$ cat src/rtl/switch_pkg.sv
// Shared constants and helpers for the switch debouncer.
package switch_pkg;

  localparam int unsigned STABLE_DEFAULT = 50000;
  localparam int unsigned STABLE_SIM     = 4;

  // Counter must hold 0..stable-1; never narrower than one bit.
  function automatic int unsigned cnt_width(input int unsigned stable);
    return (stable > 2) ? $clog2(stable) : 1;
  endfunction

endpackage

$ cat src/rtl/debounce_bit.sv
// One switch bit: two-flop synchroniser, stability counter, debounced level and edge strobes.
module debounce_bit
  import switch_pkg::*;
#(
  parameter int unsigned STABLE = STABLE_DEFAULT,
  parameter logic        INIT   = 1'b0
) (
  input  logic clk_i,
  input  logic rst_i,
  input  logic d_i,
  output logic o_o,
  output logic rise_o,
  output logic fall_o,
  output logic flip_o
);

  localparam int unsigned CntW = cnt_width(STABLE);
  localparam logic [CntW-1:0] CntMax = CntW'(STABLE - 1);

  logic            s1_q, s1_d;
  logic            s2_q, s2_d;
  logic            lvl_q, lvl_d;
  logic            rise_q, rise_d;
  logic            fall_q, fall_d;
  logic [CntW-1:0] cnt_q, cnt_d;

  always_comb begin
    s1_d   = d_i;
    s2_d   = s1_q;
    lvl_d  = lvl_q;
    cnt_d  = '0;
    rise_d = 1'b0;
    fall_d = 1'b0;
    // Any agreement with the current level discards accumulated count.
    if (s2_q != lvl_q) begin
      if (cnt_q == CntMax) begin
        lvl_d  = s2_q;
        rise_d = s2_q;
        fall_d = ~s2_q;
      end else begin
        cnt_d = cnt_q + CntW'(1);
      end
    end
  end

  always_ff @(posedge clk_i) begin
    if (rst_i) begin
      s1_q   <= INIT;
      s2_q   <= INIT;
      lvl_q  <= INIT;
      cnt_q  <= '0;
      rise_q <= 1'b0;
      fall_q <= 1'b0;
    end else begin
      s1_q   <= s1_d;
      s2_q   <= s2_d;
      lvl_q  <= lvl_d;
      cnt_q  <= cnt_d;
      rise_q <= rise_d;
      fall_q <= fall_d;
    end
  end

  assign o_o    = lvl_q;
  assign rise_o = rise_q;
  assign fall_o = fall_q;
  // Next-cycle strobe, lets the parent register CHANGED alongside rise/fall.
  assign flip_o = rise_d | fall_d;

endmodule

$ cat src/rtl/switch_debouncer.sv
// Debounced switch bank: WIDTH independent filtered bits plus a registered any-change strobe.
module switch_debouncer
  import switch_pkg::*;
#(
  parameter int unsigned      WIDTH  = 3,
  parameter int unsigned      STABLE = STABLE_DEFAULT,
  parameter logic [WIDTH-1:0] INIT   = '0
) (
  input  logic             CLK,
  input  logic             RESET,
  input  logic [WIDTH-1:0] I,
  output logic [WIDTH-1:0] O,
  output logic [WIDTH-1:0] RISE,
  output logic [WIDTH-1:0] FALL,
  output logic             CHANGED
);

  logic [WIDTH-1:0] flip;
  logic             changed_q, changed_d;

  for (genvar b = 0; b < WIDTH; b++) begin : g_bit
    debounce_bit #(
      .STABLE (STABLE),
      .INIT   (INIT[b])
    ) u_bit (
      .clk_i  (CLK),
      .rst_i  (RESET),
      .d_i    (I[b]),
      .o_o    (O[b]),
      .rise_o (RISE[b]),
      .fall_o (FALL[b]),
      .flip_o (flip[b])
    );
  end

  always_comb begin
    changed_d = |flip;
  end

  always_ff @(posedge CLK) begin
    if (RESET) begin
      changed_q <= 1'b0;
    end else begin
      changed_q <= changed_d;
    end
  end

  assign CHANGED = changed_q;

endmodule
$ cat config.mk
export PLATFORM = sky130hd
export DESIGN_NAME = switch_debouncer
export DESIGN_NICKNAME = d
export VERILOG_FILES = /design/src/rtl/switch_pkg.sv /design/src/rtl/debounce_bit.sv /design/src/rtl/switch_debouncer.sv
export SDC_FILE = /design/constraint.sdc
export NUM_CORES = 1
export LEC_CHECK = 0
export ABC_CLOCK_PERIOD_IN_PS = 2600
export BUFFER_PORTS_ARGS = -buffer_cell sky130_fd_sc_hd__buf_4
export CORE_MARGIN = 3
export CORE_UTILIZATION = 59
export CTS_CLUSTER_DIAMETER = 30
export DETAILED_ROUTE_END_ITERATION = 6
export PLACE_DENSITY = 0.88
export SYNTH_ARGS = -nofsm -noshare
export SYNTH_HDL_FRONTEND = slang
export SYNTH_SLANG_ARGS = --single-unit
$ cat constraint.sdc
create_clock -name CLK -period 2.6 [get_ports CLK]
set_input_delay 0.13 -clock CLK [delete_from_list [all_inputs] [get_ports CLK]]
set_output_delay 0.13 -clock CLK [all_outputs]
set_load 0.005 [all_outputs]
Word-level counts from Yosys, hierarchy flattened
Index checks and enable logic that the tools add are counted.
{ "totals": {"wordCells": 56, "register_bits": 64} }
{ "op_classes": {"n_addsub": 3, "eq_ne": 6, "n_bitwise": 9, "n_reduce_logical": 7, "n_mux": 12} }
{ "op_table": {"columns": ["op", "n"], "rows": [
  ["16-bit by 1-bit adder with 16-bit output (second input constant)", 3],
  ["16-bit equality test (second input constant)", 3],
  ["1-bit two-way mux", 12],
  ["3-bit OR reduction", 4],
  ["1-bit NOT", 6],
  ["2-bit AND reduction", 3],
  ["1-bit inequality test", 3],
  ["1-bit OR", 3]
]} }

Longest topological paths before layout
Gate-level depths: netlist of the first run.
{ "depth": {"depth_word": 5, "ltp_mapped": 7, "mapped_depth_nobuf": 5} }

By module
A second synthesis of the first run with hierarchy kept.
{ "hier_totals": {"cells_unflattened": 279, "hier_area_um2": 2757.6} }
{ "by_module_without_submodules": {"columns": ["module", "area_per_inst_um2", "cells_per_inst", "instances", "seq_area_each_um2"], "rows": [
  ["debounce_bit", 909.6, 92, 3, 420.4],
  ["switch_debouncer", 28.8, 3, 1, 20.0]
]} }

Worst setup path after synthesis of the first run
OpenSTA, ideal clock, no wires.
{ "synth_path": {"kind": "reg2reg", "startpoint": "register g_bit[0].u_bit.cnt_q[5]", "endpoint": "register g_bit[0].u_bit.cnt_q[11]", "synth_period_minus_slack_ns": 1.834, "setup_time_ns": 0.115, "stages_incl_launch_ff": 7, "t_arrival_ns": 1.720, "setup_slack_ns": 0.766, "path_buffers": 2, "path_cell_list": "dfxtp_1 or4bb_1 or4_1 buf_2 nand2b_4 buf_8 nor2_1"} }
{ "synth_between": {"elab_chain_cells": 2} }
{ "synth_rtl": {"columns": ["element", "line_no", "source"], "rows": [
  ["start: declaration", "debounce_bit.sv:25", "logic [CntW-1:0] cnt_q, cnt_d;"],
  ["start signal: assignment", "debounce_bit.sv:58", "cnt_q <= cnt_d;"],
  ["parallel branches: the longest is 2 deep, another holds 16-bit by 1-bit adder with 16-bit output", null, null]
]} }
Parallel ways; which one is timed is not known.
A chain may end at the register's enable or synchronous reset.

Final worst setup path of the first run
{ "layout_path": {"startpoint": "register g_bit[0].u_bit.cnt_q[5]", "endpoint": "register g_bit[0].u_bit.cnt_q[12]"} }
The elaborated chain is that of the path after synthesis.

==> flow_metrics.env, run 1 <==
export IMPL_die_width_um=73.76
export IMPL_status="complete, no violations"
export IMPL_grt_pass1_vias=2020
export IMPL_cts_hold_buf=1
export IMPL_dp_slack_ns=0.6711
export IMPL_hold_path_depth=2
export IMPL_drv_cap=0
export IMPL_start_util=0.6179
export IMPL_endpoint_kind="flop"
export IMPL_multi_input_area_um2=1287
export IMPL_final_max_slew_viol_count=0
export IMPL_antenna_found_initial=0
export IMPL_layout_setup_ws_ns=0.6700
export IMPL_place_congestion=0.8411
export IMPL_cts_resized=0
export IMPL_wirelength_mm=4.995
export IMPL_post_dp_cell_area_um2=2780
export IMPL_design_final_nets=317
export IMPL_p_sw_frac=0.1934
export IMPL_cts_setup_buffers=0
export IMPL_seqPwrFrac=0.529
export IMPL_die_area_um2=5441
export IMPL_setup_viol=0
export IMPL_ys_ff_latch=64
export IMPL_insertedDiodeCount=0
export IMPL_intPower_w=0.001510
export IMPL_slew_headroom=0.6202
export IMPL_p_leak_nw=1.035
export IMPL_fmax_mhz=518.1
export IMPL_synth_cells=298
export IMPL_wire_per_inst_um=13.68
export IMPL_die_h_um=73.76
export IMPL_r2r_end="g_bit[0].u_bit.cnt_q[12]$_SDFF_PP0_"
export IMPL_io_pins=15
export IMPL_syn_num_nets=306
export IMPL_grt_pass1_wl_mm=8.707
export IMPL_rsz0062_at_grt="no"
export IMPL_worstRegToRegCells=4
export IMPL_path_buf_inv=0
export IMPL_p_comb_frac=0.014
export IMPL_h_tree_depth=3
export IMPL_num_rows=24
export IMPL_cp_cell_sequence="or4bb_1 -> or4_1 -> nand2b_4 -> nor2_1"
export IMPL_fin_total_pwr_w=0.001872
export IMPL_clkSinkCount=64
export IMPL_hold_end="g_bit[2].u_bit.s1_q$_SDFF_PP0_"
export IMPL_viasPerCell=5.545
export IMPL_syn_area_per_cell_um2=9.090
export IMPL_netlist_area_um2=2709
export IMPL_final_cell_area_um2=2995
export IMPL_post_route_drc_count=0
export IMPL_required_ns=2.81
export IMPL_final_antenna_net_count=0
export IMPL_period_minus_slack_ns=1.930
export IMPL_drt_initial_drc_count=151
export IMPL_place_hpwl_mm=3.475
export IMPL_finalSetupTns_ns=0
export IMPL_postLayoutCoreUtil=0.6832
export IMPL_r2r_setup_slack_ns=0.67
export IMPL_nFillCells=334
export IMPL_register_area_um2=1281
export IMPL_cp_start_kind="flop"
export IMPL_path_class="flop to flop"
export IMPL_clk_latency_ns=0.33
export IMPL_core_area_um2=4384
export IMPL_ir_worst_vdd_uv=364.5
export IMPL_power_share_clock=0.458
export IMPL_hold_viol=0
export IMPL_worstHoldPathType="primary input to flop"
export IMPL_io_buffers=14
export IMPL_grt_ovfl_total=0
export IMPL_grt_max_degree=17
export IMPL_clkSlewWorstSetupHoldPaths_ns=0.06
export IMPL_detail_route_first_pass_iterations=4
export IMPL_skew_ns=0.006136
export IMPL_cpPeakStageDelay_ns=0.67
export IMPL_yosysSeqAreaShare=0.4730
export IMPL_p_sw_w=0.0003621
export IMPL_cp_arrival_ns=2.14
export IMPL_rr_startpoint="g_bit[0].u_bit.cnt_q[5]$_SDFF_PP0_"
export IMPL_cp_max_fo=15
export IMPL_tightest_slew_ns=0.5697
export IMPL_yosysWarnings=0
export IMPL_cts_tree="done"
export IMPL_clk_path_buf_depth=2
export IMPL_num_vias=2024
export IMPL_crit_family="simple AND/OR/NAND/NOR gates"
export IMPL_cp_slowest_cell="or4_1"
export IMPL_min_from="I[2]"
export IMPL_grt_usage=0.2076
export IMPL_synthToLayoutAreaGrowth_pct=10.58
export IMPL_ys_types=33
export IMPL_root_buffer="clkbuf_8"
export IMPL_fin_crit_sh=0.7423
export IMPL_drive_gt1_frac=0.1054
export IMPL_p_per_area_nw_per_um2=625.0
export IMPL_cts_made_buffers=9
==> registers in the layout (all words and copies together) (netlist names) <==
| signal | count |
|---|---|
| CHANGED | 1 |
| g_bit.u_bit.cnt_q | 48 |
| g_bit.u_bit.fall_o | 3 |
| g_bit.u_bit.o_o | 3 |
| g_bit.u_bit.rise_o | 3 |
| g_bit.u_bit.s1_q | 3 |
| g_bit.u_bit.s2_q | 3 |
==> cell families after synthesis <==
kind of cell | count (synthesis) | synth area share
multiplexers | 2 | 0.007391
adder cells (fa/ha/maj) | 3 | 0.01386
buffers and inverters | 25 | 0.05173
XOR/XNOR | 42 | 0.1358
flip-flops | 64 | 0.4730
AO/OA/AOI/OAI | 8 | 0.01940
AND/OR/NAND/NOR | 154 | 0.2988
==> metrics by stage <==
stage / hold slack, ns / cells
6_report: 0.03147 / 365
5_1_grt: 0.02712 / 365
4_1_cts: 0.01533 / 365
3_5_place_dp: 0.3516 / 349
3_3_place_gp: 0.3528 / 349
2_1_floorplan: 0.2016 / 298
==> cells in the mapped netlist, drive strengths merged <==
cell type | n | area, um^2
dfxtp | 64 | 1281
nand4 | 14 | 87.58
nor4 | 8 | 50.05
and3b | 1 | 8.760
inv | 9 | 33.78
nand2 | 11 | 41.29
nor3 | 9 | 45.04
xnor2 | 22 | 192.7
or2 | 2 | 12.51
xor2 | 20 | 175.2
a21oi | 2 | 10.01
ha | 3 | 37.54
nand4b | 1 | 8.760
nor2 | 55 | 206.5
a21o | 2 | 15.01
o21ai | 2 | 10.01
or4bb | 1 | 11.26
o32a | 1 | 10.01
clkbuf | 5 | 18.77
nand3 | 16 | 80.08
mux2i | 2 | 20.02
nand2b | 8 | 57.55
nor2b | 7 | 43.79
or3 | 4 | 25.02
or4 | 2 | 15.01
nor4b | 3 | 26.28
and3 | 6 | 37.54
buf | 11 | 87.57
and4 | 6 | 52.55
o21bai | 1 | 7.510
==> area by class of cell <==
class                      instances  share of cell area
clock inverter                     3             0.01337
inverter                           9             0.01128
sequential                        64              0.4277
clock buffer                      12             0.05514
multi-input combinational        209              0.4298
tap                               52             0.02172
timing repair buffer              16             0.04094
==> per-layer routing <==
layer,global-route usage,share of wire,vias up
met3,0.04378,0.041,12
met5,0,0,-
met1,0.2519,0.46,939
met2,0.3376,0.48,48
li1,-,-,1025
met4,0.1187,0.016,0
==> how the worst max path moves through the flow <==
stage                                             start                                  end  slack, ns  cells after the start
floorplan            g_bit[0].u_bit.cnt_q[5]$_SDFF_PP0_  g_bit[0].u_bit.cnt_q[11]$_SDFF_PP0_       0.77                      6
global placement    g_bit[0].u_bit.cnt_q[11]$_SDFF_PP0_   g_bit[0].u_bit.cnt_q[7]$_SDFF_PP0_       0.72                      4
detailed placement  g_bit[0].u_bit.cnt_q[12]$_SDFF_PP0_  g_bit[0].u_bit.cnt_q[12]$_SDFF_PP0_       0.67                      4
CTS                  g_bit[0].u_bit.cnt_q[5]$_SDFF_PP0_  g_bit[0].u_bit.cnt_q[12]$_SDFF_PP0_       0.67                      4
global route         g_bit[0].u_bit.cnt_q[5]$_SDFF_PP0_   g_bit[0].u_bit.cnt_q[4]$_SDFF_PP0_       0.56                      4
finish               g_bit[0].u_bit.cnt_q[5]$_SDFF_PP0_  g_bit[0].u_bit.cnt_q[12]$_SDFF_PP0_       0.67                      4
==> cells in the final DEF, fill, tap and decap left out, types with 3 or more instances in the layout <==
cell type,instances
and3_1,6
and4_1,6
buf_4,15
clkbuf_8,12
dfxtp_1,64
ha_1,3
inv_1,9
nand2_1,11
nand2b_1,7
nand3_1,16
nand4_1,14
nor2_1,55
nor2b_1,7
nor3_1,9
nor4_1,8
nor4b_1,3
or3_1,4
xnor2_1,22
xor2_1,20
==> power by group through the flow <==
stage | combinational (W) | sequential [W] | clock (W)
detailed placement | 0.0000243 | 0.00101 | 0
global placement | 0.0000232 | 0.00101 | 0
floorplan | 0.0000158 | 0.00101 | 0
CTS | 0.0000256 | 0.000989 | 0.000881
finish | 0.0000257 | 0.000990 | 0.000857
global route | 0.0000291 | 0.000990 | 0.000911
Power figures use the tool's default switching activity.
==> run 2, diff against run 1 <==
--- a/config.mk
+++ b/config.mk
@@ -5,13 +5,14 @@
 export SDC_FILE = /design/constraint.sdc
 export NUM_CORES = 1
 export LEC_CHECK = 0
-export ABC_CLOCK_PERIOD_IN_PS = 2600
+export ABC_AREA = 1
+export ABC_CLOCK_PERIOD_IN_PS = 1800
 export BUFFER_PORTS_ARGS = -buffer_cell sky130_fd_sc_hd__buf_4
 export CORE_MARGIN = 3
-export CORE_UTILIZATION = 59
+export CORE_UTILIZATION = 60
 export CTS_CLUSTER_DIAMETER = 30
 export DETAILED_ROUTE_END_ITERATION = 6
-export PLACE_DENSITY = 0.88
+export PLACE_DENSITY = 0.89
 export SYNTH_ARGS = -nofsm -noshare
 export SYNTH_HDL_FRONTEND = slang
 export SYNTH_SLANG_ARGS = --single-unit
==> constraint.sdc (replaced) <==
create_clock -name CLK -period 1.8 [get_ports CLK]
set_input_delay 0.09 -clock CLK [delete_from_list [all_inputs] [get_ports CLK]]
set_output_delay 0.09 -clock CLK [all_outputs]
set_load 0.005 [all_outputs]
==> run 2 against run 1 <==
First-iteration DRC count up 40%. Register-to-register slack worse by 0.30 ns. Maximum frequency up 35%. Combinational power up 110%.
==> flow_metrics.env, run 2 <==
export IMPL_status="complete, no violations"
export IMPL_fin_crit_sh=0.7966
export IMPL_ir_worst_vdd_uv=495.5
export IMPL_dp_slack_ns=0.4223
export IMPL_io_buffers=14
export IMPL_cts_hold_buf=7
export IMPL_required_ns=2.03
export IMPL_die_width_um=77.07
export IMPL_worstHoldPathType="flop to flop"
export IMPL_fmax_mhz=697.4
export IMPL_syn_area_per_cell_um2=7.446
export IMPL_ys_ff_latch=64
export IMPL_start_util=0.6291
export IMPL_final_max_slew_viol_count=0
export IMPL_fin_total_pwr_w=0.002856
export IMPL_core_area_um2=4817
export IMPL_slew_headroom=0.7055
export IMPL_largest_register="g_bit.u_bit.cnt_q"
export IMPL_clk_path_buf_depth=2
export IMPL_synth_common_cells="nand2_1, dfxtp_1, nor2_1"
export IMPL_die_h_um=77.07
export IMPL_cts_made_buffers=9
export IMPL_crit_family="simple AND/OR/NAND/NOR gates"
export IMPL_grt_usage=0.2124
export IMPL_crit_path_frequent_cell="nand3_2"
export IMPL_post_dp_cell_area_um2=3117
export IMPL_cp_start_kind="flop"
export IMPL_multi_input_area_um2=1425
export IMPL_final_common_cell="nand2_1"
export IMPL_synth_async_sr_flop_share=0
export IMPL_grt_pass1_vias=2456
export IMPL_root_buffer="clkbuf_8"
export IMPL_holdWs_ns=0.4051
export IMPL_place_hpwl_mm=3.980
export IMPL_syn_num_nets=415
export IMPL_viasPerCell=5.020
export IMPL_p_leak_nw=1.234
export IMPL_cts_resized=0
export IMPL_cp_cell_sequence="ha_1 -> nand3_2 -> nor2_2 -> nand3_2 -> nand3_4 -> nor2_1"
export IMPL_largest_register_ffs=48
export IMPL_cp_slowest_cell="dfxtp_1"
export IMPL_synth_area_leader_cell="dfxtp_1"
export IMPL_grt_max_degree=17
export IMPL_die_area_um2=5940
export IMPL_h_tree_depth=3
export IMPL_final_cell_mix="nand2_1, dfxtp_1, nor2_1"
export IMPL_skew_ns=0.004240
export IMPL_io_pins=15
export IMPL_synth_top_area_frac=0.4228
export IMPL_ys_flop_type="dfxtp_1"
export IMPL_synthToLayoutAreaGrowth_pct=12.43
export IMPL_detail_route_first_pass_iterations=4
export IMPL_insertedDiodeCount=0
export IMPL_tightest_slew_ns=0.4383
export IMPL_synth_edf_count=0
export IMPL_grt_ovfl_total=0
export IMPL_yosysSeqAreaShare=0.4228
export IMPL_setup_viol=0
export IMPL_post_route_drc_count=0
export IMPL_cpPeakStageDelay_ns=0.35
export IMPL_design_final_nets=435
export IMPL_clk_latency_ns=0.34
export IMPL_hold_viol=0
export IMPL_grt_pass1_wl_mm=10.25
export IMPL_drt_initial_drc_count=212
export IMPL_yosysMostFrequentCell="nand2_1"
export IMPL_ys_types=30
export IMPL_place_congestion=0.9025
export IMPL_final_antenna_net_count=0
export IMPL_yosysWarnings=0
export IMPL_cts_tree="done"
export IMPL_synthTopCellsByArea="dfxtp_1, nand2_1, nor2_1, inv_1, xor2_1"
export IMPL_wirelength_mm=5.697
export IMPL_layout_setup_ws_ns=0.3661
export IMPL_num_rows=25
export IMPL_clkSlewWorstSetupHoldPaths_ns=0.07
export IMPL_p_per_area_nw_per_um2=838.4
export IMPL_period_minus_slack_ns=1.434
export IMPL_num_vias=2500
export IMPL_path_class="flop to flop"
export IMPL_rsz0062_at_grt="no"
export IMPL_nFillCells=388
export IMPL_finalSetupTns_ns=0
export IMPL_final_cell_area_um2=3407
export IMPL_endpoint_kind="flop"
export IMPL_cp_max_fo=16
export IMPL_antenna_found_initial=0
export IMPL_wire_per_inst_um=11.44
export IMPL_register_area_um2=1281
export IMPL_cts_setup_buffers=0
export IMPL_cp_arrival_ns=1.66
export IMPL_netlist_area_um2=3030
export IMPL_path_buf_inv=0
export IMPL_synth_cells=407
export IMPL_drv_cap=0
export IMPL_clkSinkCount=64
export IMPL_drive_gt1_frac=0.1462
-- run 2: cell types whose count changed after synthesis, sizes merged, moves of 14 or more --
| cell | before | now |
|---|---|---|
| nor2 | 55 | 76 |
| nand2 | 11 | 88 |
| a21oi | 2 | 22 |
| nand3 | 16 | 30 |
| xnor2 | 22 | 5 |
| inv | 9 | 57 |
-- run 2: final timing paths --
check / start / to / slack (ns) / cells after the start
setup reg to reg: g_bit[1].u_bit.cnt_q[0]$_SDFF_PP0_ / g_bit[1].u_bit.cnt_q[9]$_SDFF_PP0_ / 0.37 / 6
setup / recovery: g_bit[1].u_bit.cnt_q[0]$_SDFF_PP0_ / g_bit[1].u_bit.cnt_q[9]$_SDFF_PP0_ / 0.37 / 6
hold reg to reg: g_bit[2].u_bit.s1_q$_SDFF_PP0_ / g_bit[2].u_bit.s2_q$_SDFF_PP0_ / 0.41 / 2
hold / removal: g_bit[2].u_bit.s1_q$_SDFF_PP0_ / g_bit[2].u_bit.s2_q$_SDFF_PP0_ / 0.41 / 2
-- run 2: power by group --
group	internal, W	leakage, nW	switching (W)	total, W
Sequential	0.00142	0.517	0.00000386	0.00143
Clock	0.000846	0.112	0.000527	0.00137
Combinational	0.0000253	0.604	0.0000296	0.0000549
-- run 2: tightest hold or removal path, stage by stage, from the launching register on --
cell	delay [ns]
dfxtp_1	0.30
inv_1	0.04
nor2_1	0.03
-- run 2: per-layer routing --
metal  track usage  wire, um
met4        0.1068        67
met1        0.2531      2612
met3       0.05047       255
met2        0.3563      2761
met5             0         0
-- run 2: final cells by class --
type / instances / area share
well taps: 67 / 0.02461
inverters: 57 / 0.06280
clock buffers: 12 / 0.04554
repair buffers: 22 / 0.05362
flip-flops and latches: 64 / 0.3761
multi-input cells: 273 / 0.4183
clock inverters: 3 / 0.01910
-- run 2: kinds of logic (layout without fill, tap and decap cells) --
family	after synthesis	in the layout	share of synthesized area
AO/OA/AOI/OAI	26	26	0.04624
XOR/XNOR	19	19	0.05491
adder cells (fa/ha/maj)	3	3	0.01239
buffers and inverters	70	94	0.1069
flip-flops	64	64	0.4228
AND/OR/NAND/NOR	225	225	0.3567
-- run 2: per-stage QoR --
step	std cells	utilization
floorplan	407	-
global placement	476	0.6470
detailed placement	476	0.6470
CTS	498	0.7073
global route	498	0.7073
finish	498	0.7073
